### config.mk
export PLATFORM = sky130hd
export DESIGN_NAME = duc_tx
export DESIGN_NICKNAME = d
export VERILOG_FILES = /design/src/rtl/duc_tx_pkg.sv /design/src/rtl/duc_fifo.sv /design/src/rtl/duc_tx.sv
export SDC_FILE = /design/constraint.sdc
export NUM_CORES = 1
export LEC_CHECK = 0
export CAP_MARGIN = 20
export CORE_MARGIN = 8
export CORE_UTILIZATION = 65
export DETAILED_ROUTE_END_ITERATION = 6
export GPL_ROUTABILITY_DRIVEN = 0
export PLACE_DENSITY_LB_ADDON = 0.08
export SYNTH_ARGS = -nofsm -noshare
export SYNTH_HDL_FRONTEND = slang
export SYNTH_HIERARCHICAL = 1
export SYNTH_SLANG_ARGS = --single-unit
### constraint.sdc
create_clock -name clk -period 15.2 [get_ports clk]
set_clock_uncertainty 0.1 [all_clocks]
set_input_delay 3.04 -clock clk [delete_from_list [all_inputs] [get_ports clk]]
set_output_delay 3.04 -clock clk [all_outputs]
set_load 0.02 [all_outputs]
### src/rtl/duc_tx_pkg.sv
// rtl/duc_tx_pkg.sv - shared widths, FSM encodings, NCO sign table and DAC saturation for duc_tx
package duc_tx_pkg;

    localparam int BB_W  = 18;
    localparam int DAC_W = 16;
    localparam int MIX_W = BB_W + 1;
    localparam int RND_W = MIX_W + 1;

    localparam logic signed [RND_W-1:0] SAT_HI = RND_W'(32767);
    localparam logic signed [RND_W-1:0] SAT_LO = RND_W'(-32768);

    typedef enum logic [1:0] {
        ST_IDLE  = 2'd0,
        ST_PRIME = 2'd1,
        ST_RUN   = 2'd2
    } state_e;

    typedef struct packed {
        logic use_q;
        logic neg;
    } nco_sel_t;

    // fs/4 carrier: cos/sin are only 0/+-1, so mixing reduces to a select and a negate
    function automatic nco_sel_t nco_sel(input logic [1:0] phase);
        case (phase)
            2'd0:    return '{use_q: 1'b0, neg: 1'b0};
            2'd1:    return '{use_q: 1'b1, neg: 1'b1};
            2'd2:    return '{use_q: 1'b0, neg: 1'b1};
            default: return '{use_q: 1'b1, neg: 1'b0};
        endcase
    endfunction

    function automatic logic signed [DAC_W-1:0] sat_dac(input logic signed [RND_W-1:0] r);
        if (r > SAT_HI) return DAC_W'(SAT_HI);
        if (r < SAT_LO) return DAC_W'(SAT_LO);
        return DAC_W'(r);
    endfunction

endpackage

### src/rtl/duc_fifo.sv
// rtl/duc_fifo.sv - synchronous {I,Q} sample FIFO with registered count and no push-to-pop bypass
module duc_fifo #(
    parameter int DEPTH = 4,
    parameter int W     = 36
) (
    input  logic                       clk,
    input  logic                       rst_n,
    input  logic                       flush_i,
    input  logic                       push_i,
    input  logic [W-1:0]               wdata_i,
    input  logic                       pop_i,
    output logic [W-1:0]               rdata_o,
    output logic [$clog2(DEPTH):0]     count_o
);
    localparam int AW = $clog2(DEPTH);
    localparam logic [AW:0] FULL = (AW+1)'(DEPTH);

    logic [W-1:0]  mem_q [DEPTH];
    logic [AW-1:0] wr_q, rd_q;
    logic [AW:0]   cnt_q;
    logic          do_push, do_pop;

    assign do_push = push_i && (cnt_q != FULL);
    assign do_pop  = pop_i && (cnt_q != '0);
    assign rdata_o = mem_q[rd_q];
    assign count_o = cnt_q;

    always_ff @(posedge clk) begin
        if (do_push && rst_n && !flush_i) mem_q[wr_q] <= wdata_i;
    end

    always_ff @(posedge clk) begin
        if (!rst_n || flush_i) begin
            wr_q  <= '0;
            rd_q  <= '0;
            cnt_q <= '0;
        end else begin
            if (do_push) wr_q <= wr_q + 1'b1;
            if (do_pop)  rd_q <= rd_q + 1'b1;
            case ({do_push, do_pop})
                2'b10:   cnt_q <= cnt_q + 1'b1;
                2'b01:   cnt_q <= cnt_q - 1'b1;
                default: cnt_q <= cnt_q;
            endcase
        end
    end

endmodule

### src/rtl/duc_tx.sv
// rtl/duc_tx.sv - single-channel DUC: FIFO, linear interpolation, fs/4 mixing, round/saturate to DAC
module duc_tx
    import duc_tx_pkg::*;
#(
    parameter int INTERP_LOG2 = 2,
    parameter int FIFO_DEPTH  = 4
) (
    input  logic                    clk,
    input  logic                    rst_n,
    input  logic                    PRI,
    input  logic                    enable,
    input  logic signed [BB_W-1:0]  din_I,
    input  logic signed [BB_W-1:0]  din_Q,
    input  logic                    din_valid,
    output logic                    din_ready,
    output logic signed [DAC_W-1:0] dac_data,
    output logic                    dac_valid,
    output logic                    underflow,
    output logic [1:0]              state
);
    localparam int CW  = $clog2(FIFO_DEPTH);
    localparam int P_W = BB_W + 1 + INTERP_LOG2;
    localparam logic [INTERP_LOG2-1:0] K_LAST = '1;
    localparam logic [CW:0] FULL = (CW+1)'(FIFO_DEPTH);
    localparam logic [CW:0] TWO  = (CW+1)'(2);

    state_e                  state_q;
    logic                    pri_q, prime_q, underflow_q;
    logic [INTERP_LOG2-1:0]  k_q;
    logic [1:0]              phase_q;
    logic signed [BB_W-1:0]  x0i_q, x0q_q, x1i_q, x1q_q;

    logic                    pri_rise, push, pop, flush;
    logic [CW:0]             fifo_count;
    logic [2*BB_W-1:0]       fifo_rdata;
    logic signed [BB_W-1:0]  rd_i, rd_q;

    assign pri_rise  = PRI && !pri_q;
    assign din_ready = (state_q != ST_IDLE) && (fifo_count < FULL);
    assign push      = din_valid && din_ready;
    assign flush     = (state_q == ST_IDLE);
    assign rd_i      = fifo_rdata[2*BB_W-1:BB_W];
    assign rd_q      = fifo_rdata[BB_W-1:0];

    // pop must mirror exactly when the FSM below consumes a sample
    always_comb begin
        pop = 1'b0;
        if (enable) begin
            case (state_q)
                ST_PRIME: pop = prime_q || (fifo_count >= TWO);
                ST_RUN:   pop = !pri_rise && (k_q == K_LAST) && (fifo_count != '0);
                default:  pop = 1'b0;
            endcase
        end
    end

    duc_fifo #(.DEPTH(FIFO_DEPTH), .W(2*BB_W)) u_fifo (
        .clk     (clk),
        .rst_n   (rst_n),
        .flush_i (flush),
        .push_i  (push),
        .wdata_i ({din_I, din_Q}),
        .pop_i   (pop),
        .rdata_o (fifo_rdata),
        .count_o (fifo_count)
    );

    always_ff @(posedge clk) begin
        if (!rst_n) begin
            state_q     <= ST_IDLE;
            pri_q       <= 1'b0;
            prime_q     <= 1'b0;
            underflow_q <= 1'b0;
            k_q         <= '0;
            phase_q     <= '0;
            x0i_q       <= '0;
            x0q_q       <= '0;
            x1i_q       <= '0;
            x1q_q       <= '0;
        end else begin
            pri_q <= PRI;
            if (!enable) begin
                state_q <= ST_IDLE;
                prime_q <= 1'b0;
                k_q     <= '0;
                phase_q <= '0;
            end else begin
                case (state_q)
                    ST_IDLE: begin
                        if (pri_rise) begin
                            state_q <= ST_PRIME;
                            prime_q <= 1'b0;
                        end
                    end
                    ST_PRIME: begin
                        if (pri_rise) underflow_q <= 1'b0;
                        if (prime_q) begin
                            x1i_q   <= rd_i;
                            x1q_q   <= rd_q;
                            prime_q <= 1'b0;
                            state_q <= ST_RUN;
                            k_q     <= '0;
                            phase_q <= '0;
                        end else if (fifo_count >= TWO) begin
                            x0i_q   <= rd_i;
                            x0q_q   <= rd_q;
                            prime_q <= 1'b1;
                        end
                    end
                    ST_RUN: begin
                        if (pri_rise) begin
                            state_q     <= ST_PRIME;
                            prime_q     <= 1'b0;
                            k_q         <= '0;
                            phase_q     <= '0;
                            underflow_q <= 1'b0;
                        end else begin
                            k_q     <= k_q + 1'b1;
                            phase_q <= phase_q + 2'd1;
                            if (k_q == K_LAST) begin
                                x0i_q <= x1i_q;
                                x0q_q <= x1q_q;
                                // an empty FIFO flattens the output rather than stalling the DAC
                                if (fifo_count != '0) begin
                                    x1i_q <= rd_i;
                                    x1q_q <= rd_q;
                                end else begin
                                    underflow_q <= 1'b1;
                                end
                            end
                        end
                    end
                    default: state_q <= ST_IDLE;
                endcase
            end
        end
    end

    logic signed [P_W-1:0]   kx, di, dq, pi, pq, si, sq;
    logic signed [BB_W-1:0]  yi_q, yq_q;
    logic [1:0]              ph1_q;
    logic                    v1_q, v2_q, v3_q;
    nco_sel_t                sel;
    logic signed [BB_W-1:0]  mix_src;
    logic signed [MIX_W-1:0] m_d, m_q;
    logic signed [RND_W-1:0] rnd_sum, rnd;
    logic signed [DAC_W-1:0] dac_q;

    assign kx = P_W'({1'b0, k_q});
    assign di = P_W'(x1i_q) - P_W'(x0i_q);
    assign dq = P_W'(x1q_q) - P_W'(x0q_q);
    assign pi = di * kx;
    assign pq = dq * kx;
    assign si = P_W'(x0i_q) + (pi >>> INTERP_LOG2);
    assign sq = P_W'(x0q_q) + (pq >>> INTERP_LOG2);

    assign sel     = nco_sel(ph1_q);
    assign mix_src = sel.use_q ? yq_q : yi_q;
    assign m_d     = sel.neg ? -MIX_W'(mix_src) : MIX_W'(mix_src);
    assign rnd_sum = RND_W'(m_q) + RND_W'(2);
    assign rnd     = rnd_sum >>> 2;

    always_ff @(posedge clk) begin
        if (!rst_n) begin
            yi_q  <= '0;
            yq_q  <= '0;
            ph1_q <= '0;
            m_q   <= '0;
            dac_q <= '0;
            v1_q  <= 1'b0;
            v2_q  <= 1'b0;
            v3_q  <= 1'b0;
        end else begin
            yi_q  <= BB_W'(si);
            yq_q  <= BB_W'(sq);
            ph1_q <= phase_q;
            v1_q  <= (state_q == ST_RUN);
            m_q   <= m_d;
            v2_q  <= v1_q;
            dac_q <= v2_q ? sat_dac(rnd) : '0;
            v3_q  <= v2_q;
        end
    end

    assign dac_data  = dac_q;
    assign dac_valid = v3_q;
    assign underflow = underflow_q;
    assign state     = state_q;

endmodule

==> impl_metrics.tcl <==
set metrics [dict create \
    status "completed" \
    drive_above_1_share_pct 7.04 \
    postRouteWirelength_mm 36.8 \
    final_antenna_net_count 0 \
    fmax_ghz 0.171 \
    setup_viol 0 \
    cts_setup_buffers 0 \
    synth_cell_types 82 \
    slew_viol_final 0 \
    die_h_um 181 \
    via_count 12800 \
    maxCapViolCount 0 \
    ys_async_sr_fraction_pct 0 \
    grt_use_total_pct 22.0 \
    drc 0 \
    power_density_nw_per_um2 91.7 \
    yosys_warnings 6 \
    yosys_register_bits 309 \
    p_total_mw 1.79 \
    synth_cells 1727 \
    synth_fp_nets 1926 \
    end_kind "flop" \
    synth_area_sq_um 17700 \
    cp-endpoint "yi_q[17]" \
    clk_latency_ns 0.56 \
    startpoint "x0i_q[2]" \
    cts_resized 0 \
    critPathMaxFanout 4 \
    hold_violations 0 \
    n_antenna_cell 0 \
    cts_tree "done" \
    cts.hold.buffers_added 0 \
    dp.cells 2074 \
    grt_pass1_wl_mm 60.4 \
    r2r-end "yi_q[17]" \
    drt_iter0_markers 685 \
    ir_drop_mv 0.147 \
    tns_ns 0 \
    period_share_pct 38.5 \
    clkSinkCount 309 \
    dieArea_sq_um 32700 \
    period_needed_ns 5.86 \
    tightestPinTransition_ns 1.01 \
    core_area_sq_um 26800 \
    n_fill_cell 1901 \
    dp_hpwl_mm 26.3 \
    htreeDepth 1 \
    syn_area_per_cell_sq_um 10.2 \
    area_delta_synth_final_pct 10.6 \
    yosysSeqAreaShare_pct 43.2 \
    synth_flop_cell "dfxtp_1" \
    hp-start "v1_q" \
    clock_path_buffers 3 \
    clk_pin_slew_ns 0.06 \
    numCtsBuffers 30 \
    io_pins 62 \
    fp.dieW_um 181 \
    cp_data_required_time_ns 15.54 \
    antenna_found_initial 0 \
    instances_no_fill 2130 \
    overflow 0 \
    r2r_slack_ns 9.34 \
    worstPathArrival_ns 6.20 \
    grt_setup_unrepaired "false" \
    grt_max_degree 90 \
    hold_slack_ns 0.332 \
    synth_edf_count 144 \
    fin_nets 1964 \
    rows 60 \
    relSlewSlack_pct 32.6 \
    cts-root-buf "clkbuf_16" \
    grt_pass1_vias 12100 \
    via_per_inst 6.00 \
    path_class "reg -> reg" \
    start_kind "flop" \
    first_pass_iters 5 \
    min_path_type "reg -> reg" \
    wl_per_cell_um 17.3 \
    p_leak_nw 7.63 \
    io_buffers 61 \
    timing.rr.start "x0i_q[2]" \
    initial_core_util_pct 65.9 \
    ff2ff_path_depth 25 \
]
[how the worst min path moves through the flow]
stage | endpoint | slack, ns | cells past startpoint
2_1_floorplan | v2_q | 0.31 | 1
3_3_place_gp | v2_q | 0.31 | 1
3_5_place_dp | v2_q | 0.32 | 1
4_1_cts | v2_q | 0.34 | 1
5_1_grt | v2_q | 0.35 | 1
6_report | v2_q | 0.33 | 1
[per-stage QoR]
step	area [sq um]	setup slack, ns	util, %
6_report	19500	9.34	72.9
5_1_grt	19500	8.81	72.9
4_1_cts	19500	9.35	72.9
3_5_place_dp	18500	9.31	69.1
3_3_place_gp	18500	9.44	69.1
2_1_floorplan	17700	9.84	-
[report_power, final]
part | switching [mW] | total (mW) | leakage [nW] | internal, mW
clock network | 0.311 | 0.762 | 0.487 | 0.452
registers | 0.00849 | 0.885 | 2.63 | 0.877
logic | 0.0800 | 0.145 | 4.51 | 0.0649
total | 0.399 | 1.79 | 7.63 | 1.39
[routing by layer]
| layer | track usage [%] | vias up | wire [um] |
|---|---|---|---|
| li1 | - | 6341 | - |
| met1 | 30.0 | 6083 | 17400 |
| met2 | 37.0 | 317 | 17100 |
| met3 | 2.93 | 48 | 1750 |
| met4 | 4.96 | 0 | 620 |
| met5 | 0 | - | 0 |
[layout make-up]
class	count	area [sq um]	share of cell area [%]
clock buffer	38	822	4.21
clock inverter	18	208	1.06
inverter	68	256	1.31
multi-input combinational	1284	9510	48.6
sequential	309	7630	39.0
tap	341	427	2.18
timing repair buffer	72	693	3.55
[cell usage in the layout (no fill, tap or decap), types with 36 or more instances in the layout]
cell type,n
dfxtp_1,164
nor2_1,161
ha_1,150
edfxtp_1,144
nand2_1,137
a21oi_1,128
and2_1,71
inv_1,67
xnor2_1,63
clkdlybuf4s50_1,61
o21ai_0,55
mux2i_1,55
xor2_1,54
a211oi_1,49
nand3_1,41
mux4_2,36
[flip-flops by register name, summed over array words and instances, names as in the netlist, named ones only]
signal          flops
u_fifo/mem_q      144
m_q                18
x0i_q              18
x0q_q              18
x1i_q              18
x1q_q              18
yi_q               18
yq_q               18
dac_data           16
u_fifo/count_o      3
k_q                 2
ph1_q               2
phase_q             2
state               2
u_fifo/rd_q         2
u_fifo/wr_q         2
dac_valid           1
pri_q               1
prime_q             1
underflow           1
v1_q                1
v2_q                1
[cells in the mapped netlist (19+ instances only)]
library cell    n  share of area (%)
dfxtp_1       165                 19
nor2_1        162                3.4
ha_1          151                 11
edfxtp_1      144                 24
nand2_1       137                2.9
a21oi_1       128                3.6
and2_1         72                2.5
inv_1          67                1.4
xnor2_1        63                3.1
mux2i_1        55                3.1
o21ai_0        55                1.6
xor2_1         54                2.7
a211oi_1       49                2.1
clkbuf_1       49                1.0
nand3_1        42                1.2
mux4_2         36                4.6
nor3_1         34               0.96
a21o_1         27                1.1
nor2b_1        22               0.78
and3_1         19               0.67
[critical path: stages (launching register included)]
cell and delay [ns]:
dfxtp_1 0.35, inv_1 0.05, ha_1 0.32, nor2b_1 0.16, o31a_1 0.30, o211a_1 0.28
or3_1 0.39, a21o_1 0.19, a21oi_1 0.18, xnor2_1 0.09, and2_1 0.16, ha_1 0.29
ha_1 0.35, a21oi_1 0.11, o31ai_1 0.36, a21oi_1 0.14, o21ai_0 0.11, xor2_1 0.17
ha_1 0.28, and3_1 0.20, nand3_1 0.09, a211o_1 0.10, nand3_1 0.11, o41ai_1 0.28
xnor3_1 0.44, and2_1 0.16
[kinds of logic (layout without fill, tap and decap cells)]
logic type | after synthesis | in the layout | synth area share [%]
AO/OA/AOI/OAI | 356 | 356 | 13.2
adder cells (fa/ha/maj) | 158 | 158 | 11.5
flip-flops | 309 | 309 | 43.2
multiplexers | 92 | 92 | 7.77
AND/OR/NAND/NOR | 560 | 560 | 15.4
XOR/XNOR | 118 | 118 | 5.93
buffers and inverters | 134 | 196 | 3.11
Power figures use the tool's default switching activity.
